===== src/rtl/mem_arbiter.sv =====
// mem_arbiter: two-requester (fetch / load-store) arbiter in front of a single
// request/response memory port. One transaction in flight at a time:
// IDLE grants, REQ presents the registered request, WAIT takes the response.
// A fetch flushed while in flight still completes to memory but its
// response is swallowed.
//
// Optional feature: define ARB_ROUND_ROBIN_EN to alternate the winner on
// contention (first contention after reset goes to fetch). Without it the
// load/store port always wins contention.
module mem_arbiter #(
    parameter int ADDR_W = 64,
    parameter int DATA_W = 64
) (
    input  logic                clk,
    input  logic                rst_n,

    input  logic                if_req_valid_i,
    input  logic [ADDR_W-1:0]   if_addr_i,
    output logic                if_req_ready_o,
    output logic                if_rsp_valid_o,

    input  logic                ls_req_valid_i,
    input  logic [ADDR_W-1:0]   ls_addr_i,
    input  logic                ls_we_i,
    input  logic [DATA_W-1:0]   ls_wdata_i,
    input  logic [DATA_W/8-1:0] ls_wmask_i,
    output logic                ls_req_ready_o,
    output logic                ls_rsp_valid_o,

    output logic [DATA_W-1:0]   rsp_rdata_o,
    input  logic                flush_i,

    output logic                mem_req_valid_o,
    input  logic                mem_req_ready_i,
    output logic [ADDR_W-1:0]   mem_addr_o,
    output logic                mem_we_o,
    output logic [DATA_W-1:0]   mem_wdata_o,
    output logic [DATA_W/8-1:0] mem_wmask_o,
    input  logic                mem_rsp_valid_i,
    input  logic [DATA_W-1:0]   mem_rdata_i
);

    localparam int MASK_W = DATA_W / 8;
    localparam logic OWN_IF = 1'b0;
    localparam logic OWN_LS = 1'b1;

    typedef enum logic [1:0] {
        ST_IDLE = 2'd0,
        ST_REQ  = 2'd1,
        ST_WAIT = 2'd2
    } state_t;

    state_t              state_q;
    logic                owner_q;
    logic                drop_q;
    logic                mem_req_valid_q;
    logic [ADDR_W-1:0]   mem_addr_q;
    logic                mem_we_q;
    logic [DATA_W-1:0]   mem_wdata_q;
    logic [MASK_W-1:0]   mem_wmask_q;
`ifdef ARB_ROUND_ROBIN_EN
    logic                last_grant_q;
`endif

    logic if_cand;
    logic grant_if;
    logic grant_ls;
    logic rsp_fire;
    logic flush_if;

    // Grant decision: only in IDLE and never while reset is asserted.
    always_comb begin
        if_cand  = if_req_valid_i && !flush_i;
        grant_if = 1'b0;
        grant_ls = 1'b0;
        if (state_q == ST_IDLE && rst_n) begin
            if (if_cand && ls_req_valid_i) begin
`ifdef ARB_ROUND_ROBIN_EN
                if (last_grant_q == OWN_LS) begin
                    grant_if = 1'b1;
                end else begin
                    grant_ls = 1'b1;
                end
`else
                grant_ls = 1'b1;
`endif
            end else begin
                grant_if = if_cand;
                grant_ls = ls_req_valid_i;
            end
        end
    end

    assign flush_if = flush_i && (owner_q == OWN_IF);

    // Sequencer: latch the granted request, hold it until memory accepts, then wait for data.
    always_ff @(posedge clk or negedge rst_n) begin
        if (!rst_n) begin
            state_q         <= ST_IDLE;
            owner_q         <= OWN_IF;
            drop_q          <= 1'b0;
            mem_req_valid_q <= 1'b0;
            mem_addr_q      <= '0;
            mem_we_q        <= 1'b0;
            mem_wdata_q     <= '0;
            mem_wmask_q     <= '0;
`ifdef ARB_ROUND_ROBIN_EN
            last_grant_q    <= OWN_LS;
`endif
        end else begin
            case (state_q)
                ST_IDLE: begin
                    drop_q <= 1'b0;
                    if (grant_ls) begin
                        owner_q         <= OWN_LS;
                        mem_addr_q      <= ls_addr_i;
                        mem_we_q        <= ls_we_i;
                        mem_wdata_q     <= ls_wdata_i;
                        mem_wmask_q     <= ls_wmask_i;
                        mem_req_valid_q <= 1'b1;
                        state_q         <= ST_REQ;
`ifdef ARB_ROUND_ROBIN_EN
                        last_grant_q    <= OWN_LS;
`endif
                    end else if (grant_if) begin
                        owner_q         <= OWN_IF;
                        mem_addr_q      <= if_addr_i;
                        mem_we_q        <= 1'b0;
                        mem_wdata_q     <= '0;
                        mem_wmask_q     <= '0;
                        mem_req_valid_q <= 1'b1;
                        state_q         <= ST_REQ;
`ifdef ARB_ROUND_ROBIN_EN
                        last_grant_q    <= OWN_IF;
`endif
                    end
                end
                ST_REQ: begin
                    if (flush_if) begin
                        drop_q <= 1'b1;
                    end
                    if (mem_req_ready_i) begin
                        mem_req_valid_q <= 1'b0;
                        state_q         <= ST_WAIT;
                    end
                end
                ST_WAIT: begin
                    if (mem_rsp_valid_i) begin
                        drop_q  <= 1'b0;
                        state_q <= ST_IDLE;
                    end else if (flush_if) begin
                        drop_q <= 1'b1;
                    end
                end
                default: begin
                    state_q         <= ST_IDLE;
                    mem_req_valid_q <= 1'b0;
                end
            endcase
        end
    end

    // Response steering: same-cycle pass-through; a flushed fetch never reports.
    always_comb begin
        rsp_fire       = (state_q == ST_WAIT) && mem_rsp_valid_i;
        ls_rsp_valid_o = rsp_fire && (owner_q == OWN_LS);
        if_rsp_valid_o = rsp_fire && (owner_q == OWN_IF) && !drop_q && !flush_i;
    end

    assign if_req_ready_o  = grant_if;
    assign ls_req_ready_o  = grant_ls;
    assign rsp_rdata_o     = mem_rdata_i;
    assign mem_req_valid_o = mem_req_valid_q;
    assign mem_addr_o      = mem_addr_q;
    assign mem_we_o        = mem_we_q;
    assign mem_wdata_o     = mem_wdata_q;
    assign mem_wmask_o     = mem_wmask_q;

endmodule


===== config.mk =====
export PLATFORM = sky130hd
export DESIGN_NAME = mem_arbiter
export DESIGN_NICKNAME = d
export VERILOG_FILES = /design/src/rtl/mem_arbiter.sv
export SDC_FILE = /design/constraint.sdc
export NUM_CORES = 1
export LEC_CHECK = 0
export BUFFER_PORTS_ARGS = -buffer_cell sky130_fd_sc_hd__buf_2
export CORE_AREA = 2 2 185 187
export DETAILED_ROUTE_END_ITERATION = 12
export DIE_AREA = 0 0 187 189
export SLEW_MARGIN = 15
export SYNTH_ARGS = -nofsm -noshare
export SYNTH_HDL_FRONTEND = slang
export SYNTH_SLANG_ARGS = --single-unit
export TNS_END_PERCENT = 1

===== constraint.sdc =====
create_clock -name clk -period 5.7 [get_ports clk]
set_clock_uncertainty 0.15 [all_clocks]
set_input_delay 0.285 -clock clk [delete_from_list [all_inputs] [get_ports clk]]
set_output_delay 0.285 -clock clk [all_outputs]
set_load 0.01 [all_outputs]

# Word-level counts from Yosys, hierarchy flattened
# Index checks and enable logic that the tools add are counted.
# Widths: inputs -> output; s select.
# classes
eq_ne	5
mux	25
n_bitwise	2
reduce_logical	17
# ops
op	count
$mux 64	4
$mux 8	2
$mux 1	12
$logic_and 1x1->1	9
$mux 2	4
$pmux 1 s3	2
$pmux 2 s3	1
$reduce_and 3->1	2
$ne 2x2->1 const B	2
$ne 3x3->1 const B	1
$reduce_bool 3->1	1
$eq 2x1->1 const B	1
$eq 2x2->1 const B	1
$logic_not 1->1	2
$logic_not 2->1	1
$not 1->1	2
$reduce_and 2->1	1
$reduce_bool 2->1	1
# totals
register_bits	142
in_bits	272

# Depth between registers and ports, before layout
# Gate-level depths: netlist of the first run.
# logic_depth
ltp_word	8
ltp_mapped	8
ltp_nobuf	5

# Worst setup path after synthesis of the first run
# OpenSTA, ideal clock, no wires.
# synth_path
path_type	register to register
startpoint	register state_q[0]
endpoint	register state_q[0]
arrival_ns	1.569
t_required_ns	5.423
slack_ns	3.854
path_stages_with_launch	6
period_less_slack_ns	1.846
path_cell_list	dfrtp_1 inv_1 ha_1 nor2b_1 a2111oi_2 mux2_1
# synth_via
elab_chain_len	5
elab_cells_between_ends	12
# synth_lines
element	line	text
start, declared	53	state_t state_q;
start signal, assigned	99	state_q <= ST_IDLE;
start signal, assigned	121	state_q <= ST_REQ;
start signal, assigned	132	state_q <= ST_REQ;
$logic_not 2->1	76, 111	
$logic_and 1x1->1	76	if (state_q == ST_IDLE && rst_n) begin
$mux 1	76	
$ne 3x3->1 (no line) / $mux 2 (equally long branches)	n/a	
$reduce_and 3->1 (no line) / $pmux 2 s3 (equally long branches)	n/a	
# Parallel ways exist; a longest one is shown, timed or not.
# A chain may end at the register's enable or synchronous reset.

# Worst setup path in the final report of the first run
# layout_path
startpoint	input rst_n
endpoint	output ls_req_ready_o
# layout_via
elab_chain_len	2
# layout_lines
element	line	text
start, declared	15	input logic rst_n,
$logic_and 1x1->1	76	
$mux 1	76	
end, declared	27	output logic ls_req_ready_o,
# No other way between the ends.

==> results.md, run 1 <==
* IO Pins at between 400 and 500
* Pwr dens at approximately 430 nW/um^2
* CTS buffer count at 17
* Routed wire length at approximately 21000 microns
* Layout cells sized above 1 at about two fifths
* DR WL/cell at 14.4 microns
* Worst Tran Pin Value at roughly 1000 ps
* Outcome: finished, final reports clean
* Initial core utilization at approximately a fifth
* Pre-antenna DRT Iters at 4
* Synth Net Count at 818
* Port bufs at around 350
* Vias in the first global route at ~6200
* Syn avg cell area at approximately 12 sq um
* Leakage at 5.53 nW
* Top post-synthesis cells by area: dfrtp_1, mux2i_1, a22o_1, buf_4, nand2_1
* Peak VDD IR at ~210 uV
* Max Fclk at 297 MHz
* Fin util at approximately 31%
* WS Path Type: in2out
* Crit path launch type: primary input
* H-tree depth at 4
* Reg clk slew, reported paths at approximately 60 ps
* R2R setup slack at between 2000 and 2500 ps
* Area Growth Syn to Fin at 61.4%
* Synthesized area at ~6300 sq um
* Die width at around 190 microns
* DRC Markers at 0
* Top-count cell post-synth: dfrtp_1
* Post-synth EDFFs at 0
* CTS root buf: clkbuf_16
* CP max stage delay at about 730 ps
* Type of the tightest min-delay check: in2reg
* Setup TNS at 0 ps
* Post-CTS Setup Bufs at 0
* Top cell type by total area after synthesis: dfrtp_1
* Max_cap viols at 0
* Synth Flop Type: dfrtp_1
* Crit path capture type: primary output
* Clk sinks at around 140
* Yosys cell types at 25
* Minimum clock period after layout at between 3000 and 4000 ps
* CTS max path bufs at 2
* Hold Violations, Final at 0
* Critical path peak fanout at 84
* Via Count at 5795
* ANT nets after route at 0
* GRT Overall Usage at about an eighth
* Flops & latches, synth at between 100 and 150
* Clk_lat worst skew at around 420 ps
* Routability congestion estimate at ~0.73
* Final worst-path setup slack at between 2000 and 2500 ps
* Max Slew Vio Count at 0
* Fraction of registers with async set/reset at 100%
* Die ar. at 35300 sq um
* Max_slew headroom at 32.8%
* Yosys warns at 0
* Setup slack at placement at 2540 ps
* Critical path's slowest cell: inv_2
* Arrival time at the worst endpoint at ~2900 ps
* Crit path required time at 5270 ps
* Core box area at between 30000 and 40000 sq um
* Synth top area share at 56.0%
* RSZ-0062 raised after global routing: no
* Post-cts sizing count at 0
* CTS tree: built
* Via density at roughly 4.0
* Initial drt markers at 188
* Initial antenna violation count at 0
* Most frequent cells after synthesis: dfrtp_1, buf_4, a22o_1
* First-pass GRT wire length at 32300 microns
* HPWL Detailed at ~13000 microns
* Die H at between 150 and 200 microns
* Syn Inst Count at 540
* Finish-stage setup viols at 0
* Num rows at 67
* Largest net degree at the start of global routing at 106
* Grt ovf at 0
* Fin crit share at between 50% and 60%
* NumNets Final at ~1300
* Crit-path cells: dlygate4sd3_1 -> buf_6 -> nand3_4 -> inv_2 -> buf_2
* Seq/Total Area, Yosys at a little under three fifths
where the power goes:
group	switching [W]	internal, W
logic	0.000862	0.000798
registers	0.000246	0.00146
clock network	0.000431	0.000616
total	0.00154	0.00287
placed cells by master (no fill, tap or decap), types with 2 or more instances in the layout:
cell,netlist,layout
clkbuf_16,0,17
ha_1,6,6
clkinvlp_4,0,4
o21ai_0,48,48
clkbuf_8,0,2
buf_2,15,348
nor2b_1,3,3
dlygate4sd3_1,0,167
buf_4,79,5
o21ai_1,18,18
clkinv_2,0,3
mux2_1,2,2
mux2i_1,64,64
inv_1,5,4
nand2_1,65,65
dfrtp_1,142,142
a22o_1,73,73
nor2_1,2,2
clkinv_4,0,2
per-stage QoR:
| stage | std cells | power (W) | area (sq um) | hold WS [ps] |
|---|---|---|---|---|
| final | 1439 | 0.00441 | 10200 | 28.3 |
| after global routing | 1438 | 0.00472 | 10200 | 3.80 |
| after CTS | 1438 | 0.00447 | 10200 | 0.533 |
| after detailed placement | 1241 | 0.00325 | 8010 | 266 |
| after global placement | 1241 | 0.00322 | 8010 | 250 |
| after floorplan | 540 | 0.00260 | 6340 | -161 |
final cells by class:
| cell class | count | area, sq um |
|---|---|---|
| Clock buffer | 20 | 457 |
| Antenna cell | 1 | 2.50 |
| Sequential cell | 142 | 3550 |
| Multi-Input combinational cell | 292 | 2090 |
| Tap cell | 448 | 561 |
| Fill cell | 3377 | 23000 |
| Clock inverter | 10 | 92.6 |
| Inverter | 5 | 18.8 |
| Timing Repair Buffer | 521 | 3460 |
worst max-delay path: cells and delay by family:
family,cells,cell delay [ps]
buffers and inverters,4,2120
AND/OR/NAND/NOR,1,470
path summary, 6_finish.rpt:
path / start / end / cells past startpoint
worst min register to register: mem_addr_o[59] / mem_addr_o[59] / 2
worst max-delay path: rst_n / ls_req_ready_o / 5
worst min-delay path: ls_addr_i[21] / mem_addr_o[21] / 3
max in group asynchronous: rst_n / mem_wdata_o[25] / 3
min in group asynchronous: rst_n / mem_addr_o[38] / 2
worst max register to register: state_q[0] / mem_addr_o[61] / 7
what timing repair did:
item | CTS | global route
hold buffers | 167 | 0
endpoints found under the hold margin | 204 | 0
endpoints found under the setup margin | 0 | 0
metal layers:
layer | vias to the layer above | global-route usage [%] | part of all wire [%]
li1 | 2712 | - | -
met1 | 2750 | 12.3 | 39
met2 | 262 | 20.1 | 50
met3 | 71 | 3.60 | 6.3
met4 | 0 | 8.15 | 5.3
met5 | - | 0 | 0
flip-flops by register name, indices dropped and copies added (netlist names):
register,count
drop_q,1
mem_addr_o,64
mem_req_valid_o,1
state_q,2
mem_wdata_o,64
mem_wmask_o,8
mem_we_o,1
owner_q,1
cells by family after synthesis:
logic type                 after synthesis  share of synthesized area [%]
adders and majority gates                6                           1.18
muxes                                   66                           10.5
and+or+nand+nor                         76                           4.91
DFF                                    142                           56.0
buffers and inverters                  106                           11.4
AOI/OAI and AO/OA                      144                           16.1
(Power assumes the default switching activity.)
==> run 2, diff against run 1 <==
--- a/config.mk
+++ b/config.mk
@@ -5,10 +5,11 @@
 export SDC_FILE = /design/constraint.sdc
 export NUM_CORES = 1
 export LEC_CHECK = 0
+export ABC_AREA = 1
 export BUFFER_PORTS_ARGS = -buffer_cell sky130_fd_sc_hd__buf_2
-export CORE_AREA = 2 2 185 187
+export CORE_AREA = 2 2 184 186
 export DETAILED_ROUTE_END_ITERATION = 12
-export DIE_AREA = 0 0 187 189
+export DIE_AREA = 0 0 186 188
 export SLEW_MARGIN = 15
 export SYNTH_ARGS = -nofsm -noshare
 export SYNTH_HDL_FRONTEND = slang
==> constraint.sdc (replaced) <==
create_clock -name clk -period 3.5 [get_ports clk]
set_clock_uncertainty 0.15 [all_clocks]
set_input_delay 0.175 -clock clk [delete_from_list [all_inputs] [get_ports clk]]
set_output_delay 0.175 -clock clk [all_outputs]
set_load 0.01 [all_outputs]
==> run 2 against run 1 <==
  * Worst setup slack got worse by 1900 ps
  * Synthesized cell count increased by 46%
  * Die area decreased by 1.1%
  * Critical path depth increased by 4
  * Sequential power increased by 64%
  * Routed wire length increased by 20%
  * Area after synthesis increased by 12%
  * Worst hold slack improved by 21 ps
  * Utilization increased by 3.3 points
  * Final cell count increased by 18%
  * Via count increased by 25%
  * Critical endpoint is now mem_addr_o[61]
==> results.md, run 2 <==
* ANT nets after route at 0 (unchanged)
* Fill cell count at 3380 (+0.089%)
* Via density at 4.23 (+5.1%)
* Syn Inst Count at 786 (+46%)
* Commonest non-fill, non-tap cell in the layout: buf_2
* Post-synth EDFFs at 0 (unchanged)
* GRT Overall Usage at 14.2% (+2.5 points)
* Peak VDD IR at 348 uV (+63%)
* Final non-filler cell total at 1705 (+18%)
* Clk sinks at 142 (unchanged)
* Initial core utilization at 21.4% (+2.3 points)
* FF/Latch Area at 3550 sq um (unchanged)
* Top post-synthesis cells by area: dfrtp_1, nand2_1, nand3_1, buf_4, o211ai_1
* Seq/Total Area, Yosys at 50.2% (-5.8 points)
* Fraction of registers with async set/reset at 100% (unchanged)
* Crit-path cells: inv_1 -> ha_1 -> nand2_1 -> nor2_1 -> nand2_4 -> nand2_4 -> o211ai_1 -> dlygate4sd3_1 -> nand2_1
* Clk_lat worst skew at 420 ps (about the same)
* Yosys cell types at 23 (-8.0%)
* Layout cells sized above 1 at 34.7% (-4.6 points)
* Worst Tran Pin Value at 938 ps (-70.3 ps)
* First-pass GRT wire length at 38700 microns (+20%)
* Max Fclk at roughly 330 MHz
* Finish-stage setup viols at 0 (unchanged)
* CTS buffer count at 17 (unchanged)
* Post-cts sizing count at 0 (unchanged)
* Die ar. at 35000 sq um (-1.1%)
* Pwr dens at 672 nW/um^2 (+56%)
* WS Path Type: reg2reg
* Initial antenna violation count at 3 (+3)
* CTS max path bufs at 2 (unchanged)
* Crit path required time at 3710 ps (-1560 ps)
* RSZ-0062 raised after global routing: no
* Most frequent cells after synthesis: nand2_1, dfrtp_1, nand3_1
* Routed wire length at 24800 microns (+20%)
* Pre-antenna DRT Iters at 4 (unchanged)
* Core box area at 33100 sq um (-0.50%)
* Crit path capture type: flop
* Vias in the first global route at 7653 (+24%)
* Flops & latches, synth at 142 (unchanged)
* Grt ovf at 0 (unchanged)
* Synth Flop Type: dfrtp_1
* Crit path launch type: flop
* Critical path peak fanout at 65 (-23%)
* Via Count at 7218 (+25%)
* Die width at 186 microns (-0.53%)
* Placed Instances at 1467 (+18%)
* Fin crit share at between 80 and 90%
* H-tree depth at 4 (unchanged)
* Num rows at 67 (unchanged)
* DR WL/cell at 14.5 microns (+1.0%)
* Hold Violations, Final at 0 (unchanged)
* Type of the tightest min-delay check: in2reg
* IO Pins at 478 (unchanged)
* Reg clk slew, reported paths at 60 ps (about the same)
* CP max stage delay at 660 ps (-70 ps)
* Max Slew Vio Count at 0 (unchanged)
* Multi-input logic area at 2640 sq um (+26%)
* Outcome: finished, final reports clean
* Minimum clock period after layout at slightly above 3000 ps
* Top-count cell post-synth: nand2_1
* Port bufs at 349 (unchanged)
* Setup TNS at 0 ps (unchanged)
* Critical path's slowest cell: nand2_4
* Largest net degree at the start of global routing at 177 (+67%)
* Synth top area share at 50.2% (-5.8 points)
* Synthesized area at 7070 sq um (+12%)
* Arrival time at the worst endpoint at 3260 ps (+330 ps)
* Routability congestion estimate at 0.754 (+3.1%)
* Yosys warns at 0 (unchanged)
* Initial drt markers at 333 (+77%)
* Synth Net Count at 1064 (+30%)
* CTS root buf: clkbuf_16
* DRC Markers at 0 (unchanged)
* NumNets Final at 1521 (+21%)
* Syn avg cell area at 9.00 sq um (-23%)
* Max_slew headroom at 37.4% (+4.7 points)
* Die H at 188 microns (-0.53%)
* Top cell type by total area after synthesis: dfrtp_1
* CTS tree: built
* Leakage at 5.67 nW (+2.5%)
* Commonest cells after routing, fill and taps aside: buf_2, nand2_1, dlygate4sd3_1
* Area Growth Syn to Fin at 59.6%
* HPWL Detailed at 15100 microns (+13%)
* Max_cap viols at 0 (unchanged)
==> run 2: cell types whose count changed after synthesis, moves of 29 or more <==
cell / previous run / this run
a22o_1: 73 / 0
nand3_1: 2 / 140
mux2i_1: 64 / 0
o211ai_1: 0 / 54
or2_2: 0 / 35
or2_0: 0 / 29
o21ai_0: 48 / 2
nand2_1: 65 / 224
==> run 2: power by group <==
group	switching [W]	total, W	internal (W)
Clock	0.000747	0.00184	0.00109
Combinational	0.00165	0.00296	0.00131
Sequential	0.000408	0.00279	0.00238
==> run 2: logic make-up after synthesis <==
| kind of cell | synth area share, % |
|---|---|
| simple gates | 28.0 |
| fa+ha+maj | 1.06 |
| compound gates | 7.94 |
| flops | 50.2 |
| buf+inv | 12.7 |
==> run 2: cell type report <==
| class | count | share of cell area (%) |
|---|---|---|
| Timing Repair Buffer | 561 | 34.5 |
| Clock inverter | 11 | 1.20 |
| Clock buffer | 20 | 4.05 |
| Tap cell | 448 | 4.97 |
| Multi-Input combinational cell | 511 | 23.4 |
| Inverter | 10 | 0.355 |
| Antenna cell | 2 | 0.0443 |
| Sequential cell | 142 | 31.5 |
==> run 2: what timing repair did <==
| item | CTS | global route |
|---|---|---|
| buffers inserted | 0 | 0 |
| hold buffers | 205 | 0 |
| endpoints found under the hold margin | 185 | 0 |
==> run 2: routing by layer <==
metal	vias to the layer above	share of wire, %	GRT usage [%]
met3	37	5.4	4.14
met4	2	2.4	5.94
met2	263	49	24.4
met5	-	0.052	0
met1	3463	43	16.3
li1	3453	-	-
==> run 2: metrics by stage <==
stage	worst slack (ps)	util (%)	power (W)	cell area (sq um)	hold slack, ps
global route	210	34.1	0.00817	11300	55.7
detailed placement	1040	26.1	0.00552	8640	19.1
CTS	477	34.1	0.00770	11300	23.5
finish	449	34.1	0.00759	11300	49.8
global placement	1110	26.1	0.00546	8640	15.6
floorplan	1780	-	0.00438	7070	-271
==> run 2: worst paths after layout <==
check                                 from         endpoint  cells after the start  slack, ps
setup / recovery                state_q[0]   mem_addr_o[61]                      9        450
hold reg to reg            mem_req_valid_o  mem_req_valid_o                      2        330
max in group asynchronous            rst_n    mem_addr_o[6]                      3       2080
min in group asynchronous            rst_n   mem_addr_o[50]                      2        140
setup reg to reg                state_q[0]   mem_addr_o[61]                      9        450
hold / removal              ls_req_valid_i  mem_wdata_o[11]                      5         50
==> run 2: worst max-delay path, delay by kind of cell (launching register included) <==
kind | cells | cell delay, ps
flops | 1 | 430
simple gates | 5 | 1070
fa+ha+maj | 1 | 260
compound gates | 1 | 210
buf+inv | 2 | 780
